[config.mk]
export PLATFORM = sky130hd
export DESIGN_NAME = ctrl_seq_unit
export DESIGN_NICKNAME = d
export VERILOG_FILES = /design/src/rtl/ctrl_seq_unit.sv
export SDC_FILE = /design/constraint.sdc
export NUM_CORES = 1
export LEC_CHECK = 0
export CAP_MARGIN = 20
export CORE_ASPECT_RATIO = 1.1
export CORE_MARGIN = 2
export CORE_UTILIZATION = 40
export DETAILED_ROUTE_END_ITERATION = 7
export GPL_TIMING_DRIVEN = 0
export PLACE_DENSITY = 0.84
export SLEW_MARGIN = 40
export SYNTH_ARGS = -nofsm -noshare
export SYNTH_HDL_FRONTEND = slang
export SYNTH_SLANG_ARGS = --single-unit
[constraint.sdc]
create_clock -name clk -period 3.97 [get_ports clk]
set_input_delay 1.191 -clock clk [delete_from_list [all_inputs] [get_ports clk]]
set_output_delay 1.191 -clock clk [all_outputs]
set_load 0.05 [all_outputs]
[src/rtl/ctrl_seq_unit.sv]
// Multi-cycle control sequencer: T0 fetch, T1..T3 execute, one-hot register enables.
// Optional CTRL_SEQ_STALL_EN adds a stall input that freezes the step and blanks all outputs.
module ctrl_seq_unit #(
  parameter int unsigned DATA_W = 16,
  parameter int unsigned NREG   = 8,
  parameter int unsigned PC_IDX = 7
) (
  input  logic              clk,
  input  logic              resetn,
  input  logic              run,
`ifdef CTRL_SEQ_STALL_EN
  input  logic              stall,
`endif
  input  logic [DATA_W-1:0] din,
  output logic [NREG-1:0]   rin,
  output logic [NREG-1:0]   rout,
  output logic              ain,
  output logic              gin,
  output logic              gout,
  output logic              din_out,
  output logic              pcin,
  output logic              pcout,
  output logic              addsub,
  output logic              xorctrl,
  output logic              done,
  output logic              busy,
  output logic              illegal
);

  typedef enum logic [1:0] {T0 = 2'd0, T1 = 2'd1, T2 = 2'd2, T3 = 2'd3} state_t;

  localparam logic [2:0] OP_MV  = 3'b000;
  localparam logic [2:0] OP_MVI = 3'b001;
  localparam logic [2:0] OP_ADD = 3'b010;
  localparam logic [2:0] OP_SUB = 3'b011;
  localparam logic [2:0] OP_XOR = 3'b100;

  localparam logic [NREG-1:0] ONE = {{(NREG-1){1'b0}}, 1'b1};

  state_t            state, state_nx;
  logic [DATA_W-1:0] ir;
  logic [2:0]        op, rx, ry;
  logic              bad;
  logic              adv;
  logic              unused_ir_bits;

  assign op = ir[15:13];
  assign rx = ir[12:10];
  assign ry = ir[9:7];
  assign unused_ir_bits = ^ir;

  // ry is only an operand for mv and the ALU ops; mvi carries its data on din
  assign bad = (op > OP_XOR) || (32'(rx) >= NREG) || ((op != OP_MVI) && (32'(ry) >= NREG));

`ifdef CTRL_SEQ_STALL_EN
  assign adv = ~stall;
`else
  assign adv = 1'b1;
`endif

  always_ff @(posedge clk or negedge resetn) begin
    if (!resetn) begin
      state <= T0;
      ir    <= '0;
    end else if (adv) begin
      state <= state_nx;
      if (state == T0 && run) ir <= din;
    end
  end

  always_comb begin
    state_nx = state;
    rin      = '0;
    rout     = '0;
    ain      = 1'b0;
    gin      = 1'b0;
    gout     = 1'b0;
    din_out  = 1'b0;
    addsub   = 1'b0;
    xorctrl  = 1'b0;
    done     = 1'b0;
    illegal  = 1'b0;
    busy     = (state != T0);
    unique case (state)
      T0: if (run) state_nx = T1;
      T1: begin
        if (bad) begin
          done     = 1'b1;
          illegal  = 1'b1;
          state_nx = T0;
        end else if (op == OP_MV) begin
          rout     = ONE << ry;
          rin      = ONE << rx;
          done     = 1'b1;
          state_nx = T0;
        end else if (op == OP_MVI) begin
          din_out  = 1'b1;
          rin      = ONE << rx;
          done     = 1'b1;
          state_nx = T0;
        end else begin
          rout     = ONE << rx;
          ain      = 1'b1;
          state_nx = T2;
        end
      end
      T2: begin
        rout     = ONE << ry;
        gin      = 1'b1;
        addsub   = (op == OP_SUB);
        xorctrl  = (op == OP_XOR);
        state_nx = T3;
      end
      T3: begin
        gout     = 1'b1;
        rin      = ONE << rx;
        done     = 1'b1;
        state_nx = T0;
      end
      default: state_nx = T0;
    endcase
`ifdef CTRL_SEQ_STALL_EN
    // stalled step re-presents its outputs once stall drops, so blank them here
    if (stall) begin
      rin     = '0;
      rout    = '0;
      ain     = 1'b0;
      gin     = 1'b0;
      gout    = 1'b0;
      din_out = 1'b0;
      addsub  = 1'b0;
      xorctrl = 1'b0;
      done    = 1'b0;
      illegal = 1'b0;
      busy    = 1'b0;
    end
`endif
  end

  assign pcin  = rin[PC_IDX];
  assign pcout = rout[PC_IDX];

  // ADD is decoded through the default ALU path
  logic unused_op_add;
  assign unused_op_add = ^OP_ADD;

endmodule
=== Word-level counts from Yosys, hierarchy flattened ===
Cells that the tools add are included.

* Order comparisons: 1
* Eq/ne operators: 7
* Shift operators: 2
* Multiplexer cells: 30
* Reduce and logical (&&, ||, !) cells: 4

{| class="wikitable"
|+ Operators by type and width
! cell !! count
|-
| 8-bit 2-to-1 mux || 6
|-
| 8-bit case mux with 2 select lines || 2
|-
| 1-bit 2-to-1 mux || 16
|-
| 1-bit by 3-bit left shift with 8-bit output (first input constant) || 2
|-
| 2-bit 2-to-1 mux || 4
|-
| 2-bit case mux with 4 select lines || 1
|-
| 2-bit equality test (second input constant) || 2
|-
| 3-bit by 1-bit equality test with 1-bit output (second input constant) || 1
|-
| 3-bit by 2-bit equality test with 1-bit output (second input constant) || 1
|-
| 3-bit equality test (second input constant) || 1
|-
| 3-bit greater-than comparator (second input constant) || 1
|-
| 3-bit zero test || 1
|-
| 2-bit by 1-bit equality test with 1-bit output (second input constant) || 1
|-
| 2-bit zero test || 1
|-
| 2-bit inequality test (second input constant) || 1
|-
| 1-bit case mux with 2 select lines || 1
|-
| 2-bit nonzero test || 1
|-
| 1-bit logical AND || 1
|}

* Bits in registers: 18
* Logic and storage cells: 46

=== Longest topological paths before layout ===
* Word-level depth: 5
* Mapped depth: 6

=== Least setup slack after synthesis ===
OpenSTA, ideal clock, no wires.

* Path type: reg2out
* From: reg state[0]
* To: out rout[0]
* Arrival: 2.506 ns
* Required time: 2.779 ns
* Path slack: 0.273 ns
* Cell stages (with the launch flop): 5
* Buffers on the path: 0
* Cell sequence: dfrtp_1 inv_1 ha_1 nor2_1 o32ai_1

* Word-level cells in the longest chain between the ends: 2
* Elaborated cells on any way between the ends: 3

{| class="wikitable"
|+ RTL lines
! element !! RTL line !! RTL
|-
| start, declared || 40 || <nowiki>state_t state, state_nx;</nowiki>
|-
| start signal, assigned || 66 || <nowiki>state <= state_nx;</nowiki>
|-
| 2-bit equality test / 2-bit by 1-bit equality test with 1-bit output (equally long branches) || 84 || <nowiki>unique case (state)</nowiki>
|-
| 8-bit case mux with 2 select lines * || 84 ||
|-
| end, declared || 16 || <nowiki>output logic [NREG-1:0] rout,</nowiki>
|}

Every way passes the cells marked *; elsewhere a longest branch is shown, timed or not.

==> key figures <==
Outcome
  • Status: finished, final reports clean

Detailed routing
  • Detailed-route vias per instance: 5.23
  • Violation count after the first detailed-routing iteration: 13
  • Detailed Route WL: 1970 um
  • Number of optimization iterations in the first detailed-route pass: 4
  • Vias after detailed routing: 789
  • Detail-routed net length per standard cell: 13.0 um
  • Post-route DRC violation count: 0
  • Count of antenna-violating nets left after detailed routing: 0

STA
  • Final TNS setup: 0 ns
  • Worst slew slack as a fraction of its limit: 0.657
  • Unrepaired setup endpoints after global routing: no
  • Final max-slew violation count: 0
  • Tmin final: 3.82 ns
  • Portion of the clock cycle consumed by the worst path in the final layout: 0.963
  • Final-report hold violation count: 0
  • Post-Route Hold Slack: 0.588 ns
  • Achievable Freq: 262 MHz
  • Number of setup violations in the final report: 0
  • Slew @ Worst Pin: 0.514 ns
  • Worst-case clock skew: 0.00316 ns
  • PnR worst setup slack: 0.148 ns

Power and ir drop
  • Power per Cell Area: 804 nW/um2
  • Max VDD drop: 0.528 mV
  • P_leak: 0.000658 uW

Setup path
  • Setup slack of the worst register-to-register path: 2.36 ns
  • Path depth of the worst reg2reg path: 5
  • Worst Path Required: 2.78 ns
  • Worst-path cell with the longest stage delay: clkdlybuf4s50_1
  • Worst setup path end: rout[4]
  • Slowest cell delay on critical path: 0.85 ns
  • Element type at the critical path start: register
  • Data arrival, critical path: 2.63 ns
  • CP Capture Type: primary output
  • Cell-by-cell trace of the critical path: inv_1, ha_1, nor4b_2, nor2_1, o32ai_1, clkdlybuf4s50_1
  • Critical path class: reg2out
  • Crit Path Max Fanout: 6

Global routing
  • Number of global-route vias before repair: 676
  • Initial antenna violation count: 0
  • GRT Resource Usage Total: 0.177
  • Maximum number of pins on one net before global-route repair: 12
  • Remaining Overflow, GRT: 0
  • First-pass GRT wire length: 3010 um

Final layout
  • Final Non-Filler Cells: 151
  • Fraction of final layout cells sized beyond drive strength 1: 0.163
  • Area occupied by registers: 275 um2
  • Antenna cells: 0
  • Design area: 1270 um2
  • Total area of multi-input combinational cells: 494 um2
  • Number of nets at the end of the flow: 148
  • Fillers: 176
  • Area Overhead vs Synth: 57.2%

Placed design
  • Gpl congestion: 0.704
  • Count of placed standard cells including taps: 147
  • Pre-CTS setup slack: 0.253 ns
  • HPWL Detailed: 1580 um
  • Area after DPL: 1220 um2
  • Total of buffers placed on input and output ports: 38

Floorplan
  • Horizontal extent of the die: 46.8 um
  • Row count: 17
  • I/O pins: 46
  • Die Ht: 51.1 um
  • Initial core utilization: 0.412
  • Core ar.: 1960 um2
  • Die Footprint: 2390 um2

Synthesis
  • Total of flip-flops plus latches after synthesis: 11
  • Area contributors post-synth: dfrtp_1 (34%), mux2_2 (14%), ha_1 (7.8%)
  • Synthesized Nets: 105
  • Area of the mapped netlist: 807 um2
  • Post-synthesis sequential area ratio: 0.341
  • Mean post-synth cell area: 9.96 um2
  • Most frequently used flop master after synthesis: dfrtp_1
  • Cells after Synth: 81
  • Fraction of synthesis flops using an asynchronous set or reset pin: 1.00
  • Synth area leader: dfrtp_1
  • Number of enable flip-flop cells after synthesis: 0
  • Yosys warning count: 0
  • Number of distinct library cells after synthesis: 31
  • Area share of the leading cell type in the synthesized netlist: 0.341

CTS
  • Library cell used as clock root buffer: clkbuf_4
  • TritonCTS clock tree: yes
  • Clk_lat worst skew: 0.27 ns
  • Number of levels the H-tree was split into: 1
  • TritonCTS Buffers: 3
  • Maximum count of clock buffers along a single path: 2
  • Number of clock sinks: 11
  • Clock edge transition at the registers on the reported setup and hold paths: 0.07 ns
  • CTS hold repair buffers: 0

Run
  • Max_cap viols: 0

Worst hold path
  • Type of the most critical hold path: reg2reg
## per-layer routing
metal / GRT usage / vias to the layer above / routed length (um)
met5: 0 / - / 0
met4: 0.120 / 0 / 63
met3: 0.0106 / 8 / 108
met2: 0.267 / 39 / 967
met1: 0.237 / 362 / 830
li1: - / 380 / -
## report_power, final
part | internal [uW] | leakage, uW | switching (uW)
sequential | 168 | 0.000131 | 77.5
combinational | 279 | 0.000509 | 420
clock | 37.3 | 0.0000177 | 37.6
## placed cells by master (no fill, tap or decap), drive strengths merged, types with 4 or more instances in the layout
| cell type | Yosys | final |
|---|---|---|
| nor2 | 12 | 12 |
| o22ai | 4 | 4 |
| o32ai | 4 | 4 |
| mux2 | 10 | 10 |
| dfrtp | 11 | 11 |
| clkdlybuf4s50 | 0 | 29 |
| ha | 5 | 5 |
| dlymetal6s2s | 0 | 8 |
## area by class of cell
cell class	count	area share
sequential	11	0.217
buffer	3	0.0207
tap	28	0.0276
clock inverter	1	0.00394
multi-input combinational	64	0.390
clock buffer	3	0.0178
inverter	3	0.00888
timing repair buffer	38	0.315
## how the worst min path moves through the flow
| stage | from | to | slack, ns | depth (start not counted) |
|---|---|---|---|---|
| floorplan | ir[12] | ir[12] | 0.53 | 1 |
| global placement | ir[7] | ir[7] | 0.55 | 1 |
| detailed placement | ir[7] | ir[7] | 0.57 | 1 |
| CTS | ir[7] | ir[7] | 0.59 | 1 |
| global route | ir[7] | ir[7] | 0.62 | 1 |
| finish | ir[7] | ir[7] | 0.59 | 1 |
## synth_stat cells, types with 2 or more instances
cell      count
buf_4         2
nor2_1       12
nand2_1       3
o21ai_1       3
mux2_2       10
o22ai_1       4
nand2b_1      2
o32ai_1       4
inv_1         3
nand3b_1      2
dfrtp_1      11
ha_1          5
nor2b_1       2
## state kept, by name, indices dropped and copies added, names as in the netlist, named ones only
signal  cells
state       1
ir          9
## critical path, delay by kind of cell (launching register included)
kind                     cells  cell delay [ns]
buffers and inverters        2             0.98
flip-flops                   1             0.42
AND/OR/NAND/NOR              2             0.40
AO/OA/AOI/OAI                1             0.29
adder cells (fa/ha/maj)      1             0.26
## what timing repair did
| item | CTS | global route |
|---|---|---|
| pin swaps | 0 | 0 |
| setup endpoints to repair | 1 | 8 |
| resized for setup | 1 | 8 |
| setup buffers | 0 | 0 |
## metrics by stage
| step | total power [uW] | util |
|---|---|---|
| 5_1_grt | 1080 | 0.648 |
| 2_1_floorplan | 741 | - |
| 3_3_place_gp | 915 | 0.625 |
| 3_5_place_dp | 944 | 0.625 |
| 6_report | 1020 | 0.648 |
| 4_1_cts | 1020 | 0.638 |
## cells by family after synthesis
| logic type | Yosys count | share of synthesized area |
|---|---|---|
| AO/OA/AOI/OAI | 15 | 0.127 |
| adder cells (fa/ha/maj) | 5 | 0.0775 |
| buffers and inverters | 6 | 0.0465 |
| flip-flops | 11 | 0.341 |
| multiplexers | 11 | 0.152 |
| AND/OR/NAND/NOR | 33 | 0.256 |
(Power assumes the default switching activity.)
